--- config.mk ---
export PLATFORM = sky130hd
export DESIGN_NAME = mult_arbiter
export DESIGN_NICKNAME = d
export VERILOG_FILES = /design/src/rtl/mult_arbiter.sv
export SDC_FILE = /design/constraint.sdc
export NUM_CORES = 1
export LEC_CHECK = 0
export ABC_AREA = 1
export ABC_CLOCK_PERIOD_IN_PS = 8130
export CAP_MARGIN = 20
export CORE_ASPECT_RATIO = 0.5
export CORE_MARGIN = 3
export CORE_UTILIZATION = 39
export DETAILED_ROUTE_END_ITERATION = 8
export GPL_ROUTABILITY_DRIVEN = 0
export PLACE_DENSITY = 0.7
export SETUP_SLACK_MARGIN = 0.2
export SYNTH_ARGS = -nofsm -noshare
export SYNTH_HDL_FRONTEND = slang
export SYNTH_HIERARCHICAL = 1
export SYNTH_SLANG_ARGS = --single-unit
--- constraint.sdc ---
create_clock -name clk -period 8.13 [get_ports clk]
set_input_delay 0.813 -clock clk [delete_from_list [all_inputs] [get_ports clk]]
set_output_delay 0.813 -clock clk [all_outputs]
set_load 0.02 [all_outputs]
--- src/rtl/mult_arbiter.sv ---
// -----------------------------------------------------------------------------
// mult_arbiter
//   Shares one pipelined 4x4 unsigned multiplier among NREQ requesters.
//   A round-robin arbiter grants at most one requester per cycle and steers
//   its operands into the multiplier. A tag pipeline carries the winner's ID
//   so that each product comes back with a one-hot response strobe.
//
//   Handshake (req/gnt): a requester raises req and holds req plus its operand
//   nibbles stable until it sees gnt high in the same cycle. gnt is the
//   acceptance: after that edge the requester may drop or change req. There is
//   no response back-pressure; rsp_valid fires exactly LAT cycles after gnt
//   and must be taken by the consumer on that cycle.
//
// Ports
//   clk        in   system clock, rising edge
//   reset      in   asynchronous, active-low reset
//   enable     in   grants allowed when high; in-flight ops always complete
//   req        in   [NREQ]    per-requester request, level-sensitive
//   a_in       in   [4*NREQ]  operand A, requester i at [4i+3:4i]
//   b_in       in   [4*NREQ]  operand B, same packing
//   gnt        out  [NREQ]    one-hot grant, combinational
//   rsp_valid  out  [NREQ]    one-hot result strobe, from registered tags
//   rsp_p      out  [8]       product, straight from the multiplier
//   busy       out            any tag in the pipeline valid
//   issue_cnt  out  [CNTW]    total grants issued, wraps
// -----------------------------------------------------------------------------

// -----------------------------------------------------------------------------
// multiplier
//   Pipelined 4x4 unsigned multiplier with LAT register stages between the
//   operand inputs and p_o. All stages clear on reset so p_o reads 0.
// Ports
//   clk    in   clock
//   reset  in   asynchronous, active-low reset
//   a_i    in   [4] operand A
//   b_i    in   [4] operand B
//   p_o    out  [8] product, LAT cycles after the operands
// -----------------------------------------------------------------------------
module multiplier #(
    parameter int LAT = 2
) (
    input  logic       clk,
    input  logic       reset,
    input  logic [3:0] a_i,
    input  logic [3:0] b_i,
    output logic [7:0] p_o
);

    logic [7:0] p_q [LAT];

    always_ff @(posedge clk or negedge reset) begin
        if (!reset) begin
            for (int k = 0; k < LAT; k++) p_q[k] <= '0;
        end else begin
            p_q[0] <= {4'b0000, a_i} * {4'b0000, b_i};
            for (int k = 1; k < LAT; k++) p_q[k] <= p_q[k-1];
        end
    end

    assign p_o = p_q[LAT-1];

endmodule

module mult_arbiter #(
    parameter int NREQ = 4,
    parameter int LAT  = 2,
    parameter int CNTW = 16
) (
    input  logic              clk,
    input  logic              reset,
    input  logic              enable,
    input  logic [NREQ-1:0]   req,
    input  logic [4*NREQ-1:0] a_in,
    input  logic [4*NREQ-1:0] b_in,
    output logic [NREQ-1:0]   gnt,
    output logic [NREQ-1:0]   rsp_valid,
    output logic [7:0]        rsp_p,
    output logic              busy,
    output logic [CNTW-1:0]   issue_cnt
);

    localparam int PTRW = (NREQ > 1) ? $clog2(NREQ) : 1;
    localparam int IDXW = PTRW + 1;

    logic [PTRW-1:0] ptr_q, ptr_d;
    logic [CNTW-1:0] issue_cnt_q, issue_cnt_d;
    logic            tag_v_q  [LAT];
    logic [PTRW-1:0] tag_id_q [LAT];

    logic [IDXW-1:0] scan_idx;
    logic [PTRW-1:0] win;
    logic            found;
    logic            grant;
    logic [3:0]      a_mux, b_mux;

    // Round-robin scan: first asserted req at or above ptr, wrapping.
    always_comb begin
        scan_idx = '0;
        win      = '0;
        found    = 1'b0;
        for (int k = 0; k < NREQ; k++) begin
            scan_idx = {1'b0, ptr_q} + IDXW'(k);
            if (scan_idx >= IDXW'(NREQ)) scan_idx = scan_idx - IDXW'(NREQ);
            if (!found && req[scan_idx[PTRW-1:0]]) begin
                found = 1'b1;
                win   = scan_idx[PTRW-1:0];
            end
        end
    end

    // Gating with reset keeps gnt at 0 while the block is held in reset, so
    // no requester believes it was accepted by a pipeline that is clearing.
    assign grant = found & enable & reset;

    always_comb begin
        gnt   = '0;
        a_mux = '0;
        b_mux = '0;
        if (grant) gnt[win] = 1'b1;
        for (int i = 0; i < NREQ; i++) begin
            if (grant && (win == PTRW'(i))) begin
                a_mux = a_in[4*i +: 4];
                b_mux = b_in[4*i +: 4];
            end
        end
    end

    always_comb begin
        ptr_d       = ptr_q;
        issue_cnt_d = issue_cnt_q;
        if (grant) begin
            ptr_d       = (win == PTRW'(NREQ-1)) ? '0 : win + PTRW'(1);
            issue_cnt_d = issue_cnt_q + CNTW'(1);
        end
    end

    always_ff @(posedge clk or negedge reset) begin
        if (!reset) begin
            ptr_q       <= '0;
            issue_cnt_q <= '0;
            for (int k = 0; k < LAT; k++) begin
                tag_v_q[k]  <= 1'b0;
                tag_id_q[k] <= '0;
            end
        end else begin
            ptr_q       <= ptr_d;
            issue_cnt_q <= issue_cnt_d;
            tag_v_q[0]  <= grant;
            tag_id_q[0] <= win;
            for (int k = 1; k < LAT; k++) begin
                tag_v_q[k]  <= tag_v_q[k-1];
                tag_id_q[k] <= tag_id_q[k-1];
            end
        end
    end

    // The last tag stage lines up with the multiplier output register.
    always_comb begin
        rsp_valid = '0;
        if (tag_v_q[LAT-1]) rsp_valid[tag_id_q[LAT-1]] = 1'b1;
    end

    always_comb begin
        busy = 1'b0;
        for (int k = 0; k < LAT; k++) busy = busy | tag_v_q[k];
    end

    assign issue_cnt = issue_cnt_q;

    multiplier #(.LAT(LAT)) u_mult (
        .clk   (clk),
        .reset (reset),
        .a_i   (a_mux),
        .b_i   (b_mux),
        .p_o   (rsp_p)
    );

endmodule

* Word-level counts from Yosys, hierarchy flattened
Index checks and enable logic that the tools add are counted.
** Operators by class
- Add/sub/neg operators :: 9
- Multipliers :: 1
- Magnitude comparators :: 12
- Equal/unequal tests :: 3
- Mux-type cells :: 35
- Bitwise operators :: 3
- Reductions and logical operators :: 13
** Operators by type and width (count)
- 4-bit 2-to-1 mux :: 10
- 2-bit by 3-bit < comparator with 1-bit output (second input constant) :: 6
- 2-bit 2-to-1 mux :: 9
- 16-bit by 1-bit adder with 16-bit output (second input constant) :: 1
- 1-bit 2-to-1 mux :: 10
- 3-bit greater-or-equal comparator (second input constant) :: 3
- 1-bit logical AND :: 9
- 1-bit binary-select mux with 2-bit select :: 4
- 4-bit by 4-bit multiplier with 8-bit output :: 1
- 2-bit by 1-bit subtractor with 2-bit output (second input constant) :: 4
- 2-bit by 2-bit adder with 3-bit output (second input constant) :: 2
- 1-bit demux with 2-bit select :: 2
- 2-bit == test (second input constant) :: 2
- 2-bit by 1-bit greater-or-equal comparator with 1-bit output (second input constant) :: 2
- 2-bit by 1-bit adder with 3-bit output (second input constant) :: 1
- 2-bit by 3-bit greater-or-equal comparator with 1-bit output (second input constant) :: 1
- 1-bit logical NOT :: 3
- 2-bit by 1-bit adder with 2-bit output (second input constant) :: 1
- 1-bit bitwise AND :: 2
- 2-bit by 1-bit == test with 1-bit output (second input constant) :: 1
- 2-bit logical NOT :: 1
- 1-bit OR :: 1
** Word-level totals
- Flip-flop bits (word level) :: 40
- Input bits :: 39
- Output and inout bits :: 33
- Word-level logic and storage cells :: 84

* Depth between registers and ports, before layout
Gate-level depths: netlist (run 1).
- Word-level depth :: 22
- Mapped depth :: 30
- Depth with buffers taken out :: 27

* Hierarchy
The synthesis (run 1) kept the hierarchy.
** By module, submodules not included
- mult_arbiter :: times used 1, cells each 281, area each 1935.6 um^2, sequential area each 600.6 um^2
- multiplier :: times used 1, cells each 94, area each 928.4 um^2, sequential area each 400.4 um^2

* Worst setup path after synthesis (run 1)
OpenSTA, ideal clock, no wires.
- Path kind :: input -> register
- From :: input port req[0]
- To :: register u_mult/p_q[14] (netlist name)
- Setup time :: 124 ps
- Arrival time :: 4742 ps
- Data required time :: 8006 ps
- Setup slack :: 3264 ps
- Cell stages on the path :: 23
- Buffers on the path :: 3
- Cell sequence :: inv_1 > nand2_1 > nand2_1 > o21a_1 > nand3_4 > buf_4 > nand3_1 > inv_1 > ha_1 > clkbuf_1 > buf_1 > nand4_1 > nand2_1 > nand2_1 > a21oi_1 > nand2_1 > fa_1 > inv_1 > fa_1 > fa_1 > nand3_1 > nand2_1 > xor2_1
** Between the ends
- Elaborated cells between the ends (all ways) :: 41
- Those cells by class :: mul: 1; eq/ne: 3; mux: 24; bitwise: 2; reduce/logical: 11
** RTL lines
- start, declared :: line 72 : input logic [NREQ-1:0] req,
- 1-bit binary-select mux with 2-bit select :: line 104 : if (!found && req[scan_idx[PTRW-1:0]]) begin
- 1-bit 2-to-1 mux (not written as such) :: line 104
- 1-bit 2-to-1 mux :: line 104
- 1-bit logical NOT :: line 104
- 1-bit logical AND :: line 104
- 1-bit 2-to-1 mux :: line 104
- 1-bit logical NOT :: line 104
- 1-bit logical AND :: line 104
- [3 not listed]
- 2-bit 2-to-1 mux (*) :: line 104
- named net win[0] :: line 91 : logic [PTRW-1:0] win;
- 2-bit logical NOT :: line 121 : if (grant && (win == PTRW'(i))) begin
- 1-bit logical AND :: line 121
- 4-bit 2-to-1 mux (3 in series) :: line 121
- 4-bit 2-to-1 mux (*) :: line 121
- named net a_mux[0] :: line 94 : logic [3:0] a_mux, b_mux;
- 4-bit by 4-bit multiplier with 8-bit output (*) :: line 55 : p_q[0] <= {4'b0000, a_i} * {4'b0000, b_i};
- end, declared :: line 49 : logic [7:0] p_q [LAT];
The timed path passes the listed nets; every way through them passes the cells marked *. The select of a mux whose other input is x is not followed.
A chain may end at the register's enable or synchronous reset.

* Final worst setup path (run 1)
- From :: input port req[3]
- To :: register u_mult/p_q[14] (netlist name)
Same word-level chain as after synthesis.

==> summary by stage, run 1 <==
Worst setup path
The largest fanout on the critical path is 27. At the worst endpoint, the arrival time is 5.52 ns. The cell that appears most often on the critical path is nand2_1. The standard cell with the maximum stage delay on the critical path is fa_1.

The required time at the endpoint of the critical path is 8.30 ns. The signal on the critical path passes through clkdlybuf4s50_1 > inv_1 > nand2_1 > nand3_1 > nand2_2 > nor2_4 > nand3_4 > nand3_1 > inv_1 > ha_1 > nor2_1 > nand4_1 > nand2_1 > nand2_1 > a21oi_1 > nand2_1 > fa_1 > inv_1 > fa_1 > fa_1 > nand3_1 > nand2_1 > xor2_1. The worst setup path is launched from a primary input. The worst setup path is captured at a flip-flop.

The critical path is of the in -> reg type. In this design, the stage delay of the slowest critical-path cell is 0.54 ns. For the worst flop-to-flop path, the logic depth is 23.

Die
Once the floorplan was initialized, standard cells occupied 41.6% of the core. The width of the chip is 127 um. The core region is 0.00688 mm2. The full die area is 0.00847 mm2.

The die boundary height is 66.6 um. The initialized floorplan defines 21 standard-cell rows. The count of pins on the block boundary is 72.

STA
The worst path uses 65.8% of the clock period. The final number of hold-violating endpoints was 0. The clock arrives with 0.00612 ns of skew. The setup slack after layout is 2.78 ns. The max-slew violation total from the final report was 0. The final total negative setup slack is 0 ns. Static timing analysis puts the maximum clock frequency at 0.187 GHz. Setup violations remaining at the end of the flow were counted as 0. The worst-margin pin slew is 0.674 ns. The clock period could shrink to 5.35 ns.

Setup repair after global routing left no endpoint under its margin. In this run the tightest slew margin relative to its limit is 54.8%.

Synthesis
In this run, synthesis produced a sequential element count of 40. The mapped netlist covers 0.00286 mm2. The post-synth net total is 435.

For this run, asynchronously set or reset flops after synthesis account for 100%. Each instance of the synthesized netlist takes up on average 7.64 um2. The synthesized design devotes to its leading area cell type 34.9% of total area.

The number of synthesized flops with an enable pin is 0. For this run, the leading register cell type out of synthesis is dfrtp_1. During synthesis, Yosys emitted a total of 6 warnings. The gate count of the mapped netlist is 375.

By area the synthesized netlist is led by dfrtp_1 35%, nand2_1 13%, inv_1 7.9%, ha_1 7.4%, nand4_1 6.3%. The fraction of the yosys area taken by sequential cells is 34.9%. The synthesized netlist contains 35 unique library cells.

The cell type with the largest total area after synthesis is dfrtp_1.

Clocking
The post-CTS setup repair buffer count is 0. The tree is rooted in a clkbuf_16. The number of buffers on the longest clock path is 2. After clock tree synthesis, the clock-pin slew on the worst setup and hold paths is 0.06 ns.

The clock tree from TritonCTS is built. For this design, the CTS-stage hold fixing added 0 buffers. CTS built an H-tree with a depth of 2. Buffers inserted during clock tree synthesis total 5. The number of gates resized after cts is 0. Clock latency on the worst-skew pair, taken at its later pin, is 0.29 ns. The number of clock sinks seen by CTS is 40.

Drt
The routed layout has 2491 vias. The total detailed-routing wirelength is 6040 um. The remaining number of nets flagged by the antenna check after routing is 0.

The number of detailed-routing iterations run before antenna repair is 5. After detailed routing, the number of remaining DRC violations is 0. The per-cell routed wire length is 11.5 um.

The initial detailed-routing violation count is 116. The via count normalized by instance count is 4.73.

Placed design
The estimated wirelength of the detail-placed design is 4740 um. The number of buffer cells added on primary ports is 71. At the placement stage, the worst setup path has a slack of 2.52 ns.

Min path
The worst min-delay path category is reg -> reg. Along the worst hold path, the cell count comes to 0.

Run
The max-cap violation count is 0.

Cells and area
The count of inserted antenna diode cells is 0. Counting the fill cells in the layout gives 665. The post-route netlist has 6.67% of its cells at a drive strength greater than 1. In the final layout, the multi-input gates occupy 0.00149 mm2. From synthesis to final layout, the design area changed by 30.2%. Summing all flip-flop and latch instances after layout gives 0.00100 mm2.

The number of nets in the layout is 494.

Outcome
The run finished with clean final reports.

Pwr
Of the total power, the share spent switching nets is 45.9%. The part of the total power dissipated in the clock network is 18.2%. The share of total power dissipated in combinational logic is 56.7%. The relative contribution of sequential cells to total power is 25.0%. Summed over all cells, the static leakage comes to 1.99 nW. In this run the power density over the cells is 330 mW/mm2. The total power after layout is 1.23 mW. The worst vdd rail ir drop is 0.120 mV. Summed over all nets, the switching power comes to 0.566 mW. The design internal power is 0.666 mW.

GRT
The sum of overflow across all layers after global routing is 0. The wire length of the first global-routing pass is 10300 um. The initial antenna violation count is 0. Across every metal layer, demand over resource in global routing totals 15.1%. The largest net degree at the start of global routing is 42.

The number of global-route vias before repair is 2278.
## sequential cells by signal, indices dropped and copies added (netlist names)
signal      cells
tag_id_q        4
tag_v_q         2
issue_cnt      16
ptr_q           2
u_mult/p_o      8
u_mult/p_q      8
## cells in the mapped netlist (all sizes together) (2+ instances only)
cell type  count
clkbuf         4
xor2          12
dfrtp         40
inv           62
a21oi         10
xnor2          5
nor3           9
nand4         29
o21ai          9
buf           16
fa             4
nand2        108
ha            17
nor2          27
nand3b         2
nand3         13
nor4           3
## critical path, delay by kind of cell
family,cells,cell delay (ns)
adders and majority gates,4,1.93
and+or+nand+nor,13,1.70
buffers and inverters,4,0.63
AOI/OAI and AO/OA,1,0.27
xor gates and xnor gates,1,0.14
## cell type report
cell class | instances | share of cell area, %
Clock inverter | 3 | 1.28
Tap cell | 92 | 3.09
Inverter | 63 | 6.48
Multi-Input combinational cell | 252 | 39.8
Sequential cell | 40 | 26.8
Clock buffer | 5 | 3.36
Timing Repair Buffer | 72 | 19.1
## metal layers
layer / track usage [%] / share of wire [%] / vias up
li1: - / - / 1298
met1: 21.5 / 50 / 1119
met2: 23.2 / 43 / 66
met3: 3.04 / 5.6 / 8
met4: 4.41 / 1.2 / 0
met5: 0 / 0 / -
## placed cells by master (no fill, tap or decap), drive strengths merged
cell type	synthesis	routed
nand2	108	108
clkdlybuf4s50	0	70
inv	62	62
dfrtp	40	40
nand4	29	29
nor2	27	27
ha	17	17
nand3	13	13
xor2	12	12
a21oi	10	10
nor3	9	9
o21ai	9	9
xnor2	5	5
clkbuf	4	5
fa	4	4
nor4	3	3
clkinv	1	3
nand3b	2	2
buf	16	2
o21a	1	1
and2	1	1
o311ai	1	1
or2	1	1
bufinv	0	1
## worst paths after layout
check                                from        endpoint  slack, ns
setup reg to reg                 ptr_q[0]  u_mult/p_q[14]       3.15
max in group asynchronous           reset   u_mult/p_q[9]       7.21
hold reg to reg            u_mult/p_q[13]   u_mult/p_o[5]       0.35
hold / removal             u_mult/p_q[13]   u_mult/p_o[5]       0.35
min in group asynchronous           reset    issue_cnt[9]       0.57
setup / recovery                   req[3]  u_mult/p_q[14]       2.78
## power groups by stage
stage | Clock, mW | Sequential, mW | Combinational, mW
4_1_cts | 0.230 | 0.310 | 0.700
3_3_place_gp | 0 | 0.309 | 0.692
2_1_floorplan | 0 | 0.330 | 0.494
5_1_grt | 0.238 | 0.318 | 0.782
6_report | 0.225 | 0.308 | 0.699
3_5_place_dp | 0 | 0.313 | 0.694
## cells by family after synthesis
| kind of cell | Yosys count | synth area share [%] |
|---|---|---|
| xor gates and xnor gates | 17 | 5.20 |
| buffers and inverters | 83 | 13.2 |
| DFF | 40 | 34.9 |
| and+or+nand+nor | 193 | 32.4 |
| adders and majority gates | 21 | 10.2 |
| AOI/OAI and AO/OA | 21 | 4.02 |
## stage by stage
step	instance area, um2	hold WS [ns]	util (%)	std cells
CTS	3730	0.349	54.2	527
global route	3730	0.358	54.2	527
detailed placement	3560	0.335	51.7	519
global placement	3560	0.333	51.7	519
floorplan	2860	0.331	-	375
finish	3730	0.348	54.2	527
Note: power is estimated with default switching activity, not from simulation.
==> run 2, diff against run 1 <==
--- a/config.mk
+++ b/config.mk
@@ -6,14 +6,14 @@
 export NUM_CORES = 1
 export LEC_CHECK = 0
 export ABC_AREA = 1
-export ABC_CLOCK_PERIOD_IN_PS = 8130
+export ABC_CLOCK_PERIOD_IN_PS = 4600
 export CAP_MARGIN = 20
 export CORE_ASPECT_RATIO = 0.5
 export CORE_MARGIN = 3
 export CORE_UTILIZATION = 39
 export DETAILED_ROUTE_END_ITERATION = 8
 export GPL_ROUTABILITY_DRIVEN = 0
-export PLACE_DENSITY = 0.7
+export PLACE_DENSITY = 0.72
 export SETUP_SLACK_MARGIN = 0.2
 export SYNTH_ARGS = -nofsm -noshare
 export SYNTH_HDL_FRONTEND = slang
==> constraint.sdc (replaced) <==
create_clock -name clk -period 4.6 [get_ports clk]
set_input_delay 0.46 -clock clk [delete_from_list [all_inputs] [get_ports clk]]
set_output_delay 0.46 -clock clk [all_outputs]
set_load 0.02 [all_outputs]
==> run 2 against run 1 <==
  * Critical path depth up 2
  * Largest power group unchanged
  * Combinational power rose to 2.8 times the previous value
  * Final area up 13%
  * Final cell count up 5.7%
  * Via count up 8.1%
  * Clock-buffer cell count up 1
  * Critical endpoint unchanged
  * Power up 140%
==> summary by stage, run 2 (synthesis gave the netlist of run 1 again) <==
Outcome
The run finished with clean final reports.

Worst setup path
The capturing element type of the critical path is a flip-flop. The largest fanout on the critical path is 8. The critical path is of the reg -> reg type. Data on the critical path arrives at its endpoint at 4.49 ns. For this design, the slowest cell found on the critical path is fa_1. The length in cells of the worst reg-to-reg path is 25.

The critical path contains buffers and inverters numbering 6 combined. In this run the critical register-to-register path is launched from ptr_q[0]. The worst setup path endpoint is u_mult/p_q[14]. The most critical setup path has its startpoint at ptr_q[0]. In this design, the critical path's most frequently occurring cell is nand2_2. Data on the critical path is required at its endpoint by 4.76 ns. Across all register-to-register paths, the minimum setup slack is 0.27 ns. The kind of cell with the highest combined delay on the critical path is adder cells. The critical path startpoint category is a flip-flop. The capture point of the worst reg-to-reg path is u_mult/p_q[14]. The largest incremental delay on the critical path is 0.57 ns. The critical path runs through a total of 25 cells.

STA
The max-slew violation total from the final report is 0. Setup violations remaining at the end of the flow were counted as 0. The upper clock frequency limit is 0.231 GHz. For the finished layout, the period the worst path requires is 4.33 ns. The final total negative setup slack is 0 ns.

Headroom to the max-slew limit came out at 64.1%. The setup clock skew after layout is 0.00249 ns. The final number of hold-violating endpoints is 0. At the pin with the least slew margin, the transition time is 0.533 ns. Setup repair after global routing left no endpoint under its margin.

After layout, the worst path uses 94.2% of the clock period.

Cells and area
At the end of the flow, the number of nets in the layout was 524. The multi-input combinational cells in the finished layout cover a total of 0.00169 mm2. The register with the most flip-flops in the layout has 16 of them. The count of filler cells inserted in the layout is 578. In the final layout, flip-flops and latches occupy 0.00100 mm2. The fraction of layout instances using a drive strength above 1 is 21.1%. The final core area utilization is 61.3%.

The area growth from synthesis to layout is 47.3%. The most frequent standard cell in the layout excluding fill and tap cells is nand2_1. In the layout the commonest cells are 87 x nand2_1, 66 x clkdlybuf4s50_1, 56 x inv_1, 38 x dfrtp_1, 29 x nand4_1. The count of inserted antenna diode cells is 0.

Drt
For this run, the detailed router's first-pass iteration total came to 4. The initial detailed-routing violation count is 138. The count of nets left with antenna violations once routing finished came out at 0. Dividing the detail-routed via count by the number of cells gives 4.84. After detailed routing, the number of remaining DRC violations is 0. The total via count after detailed routing is 2694. Dividing the detail-routed wire length by the instance count gives 13.1 um. The routed design has 7290 um of wire.

Die
The starting density of the core is 41.6%. The core region is 0.00688 mm2. The die covers 0.00847 mm2. The width of the chip is 127 um. Pin placement for this block handled 72 I/O pins. The cell row count is 21. Measured along the y axis, the die boundary spans 66.6 um.

Placed design
Once detailed placement completed, the half-perimeter wirelength came to 5160 um. The number of buffer cells added on primary ports is 71.

GRT
Global routing consumed, over all layers together, 15.8% of the routing resources. For met3 alone, demand over resource in global routing was 2.64%. The initial antenna violation count is 0.

The layer flagged by global routing as most heavily used is met2. After global routing the overflow that remains totals 0. The number of global-route vias before repair is 2398. The met2 track demand over resource in global routing is 27.8%. For this run, global-route usage on met1 was measured as 20.6%. The first global-routing pass estimated 10800 um of wire. Entering global routing, the biggest net connects 41 pins.

Pwr
The leakage power total is 2.19 nW. Total power for the finished layout comes to 2.92 mW. For this design the ratio of total power to cell area is 692 mW/mm2. The worst vdd rail ir drop is 0.409 mV.

Clocking
After clock tree synthesis, the clock-pin slew on the worst setup and hold paths is 0.06 ns. The number of buffers on the longest clock path is 2. In this run the number of H-tree levels came out at 2. CTS placed an instance of clkbuf_16 at the clock tree root.

The clock tree from TritonCTS is built. The number of CTS-inserted buffers is 5. For this design, the sink count on the clock tree is 40. The clock insertion delay at the later pin of the skew report is 0.28 ns. After clock tree synthesis, the flow added hold-fix buffers numbering 0.

Min path
The worst min-delay path category is in -> async.

Run
The max-cap violation count is 0.
==> run 2: cell types whose count changed in the layout (fill, tap and decap cells not counted), moves of 4 or more <==
cell and change:
clkdlybuf4s50_1 -4, inv_1 -4, nand2_2 +10, nand2_1 -13
nand3_1 -4, a21oi_2 +5, a21oi_1 -5, buf_4 +25
dlymetal6s2s_1 +4, ha_4 +6, ha_1 -6
==> run 2: through the flow <==
stage	instance area, um2	hold slack (ns)	std cells	setup slack (ns)
after floorplan	2870	0.164	375	0.246
after global placement	3710	0.333	537	-0.135
after detailed placement	3710	0.335	537	-0.203
after CTS	3910	0.322	545	0.206
after global routing	4220	0.350	557	0.0961
final	4220	0.304	557	0.266
==> run 2: report_power, final <==
group,switching [mW],internal (mW)
Combinational,1.05,0.913
Sequential,0.0852,0.467
Clock,0.133,0.271
Total,1.27,1.65
==> run 2: worst min path at each step <==
stage | start | endpoint | slack (ns) | cells past startpoint
floorplan | reset | issue_cnt[0] | 0.16 | 0
global placement | u_mult/p_q[9] | u_mult/p_o[1] | 0.33 | 0
detailed placement | u_mult/p_q[10] | u_mult/p_o[2] | 0.33 | 0
CTS | reset | issue_cnt[5] | 0.32 | 2
global route | reset | issue_cnt[7] | 0.35 | 2
finish | reset | issue_cnt[9] | 0.30 | 2
==> run 2: area by class of cell <==
cell class,instances,share of cell area (%)
Sequential cell,40,23.8
Timing Repair Buffer,102,23.3
Clock buffer,6,3.29
Multi-Input combinational cell,252,40.0
Clock inverter,2,0.920
Inverter,63,5.96
Tap cell,92,2.73
==> run 2: routing by layer <==
metal	share of wire [%]	up-vias
li1	-	1357
met1	45	1262
met2	50	70
met3	4.3	5
met4	0.71	0
met5	0	-
==> run 2: repair_timing <==
item                                    4_1_cts  5_1_grt
endpoints found under the setup margin        3        5
gates resized for setup                       5       58
pin swaps                                     0       21
endpoints found under the hold margin         0        0
setup buffers                                 0       12
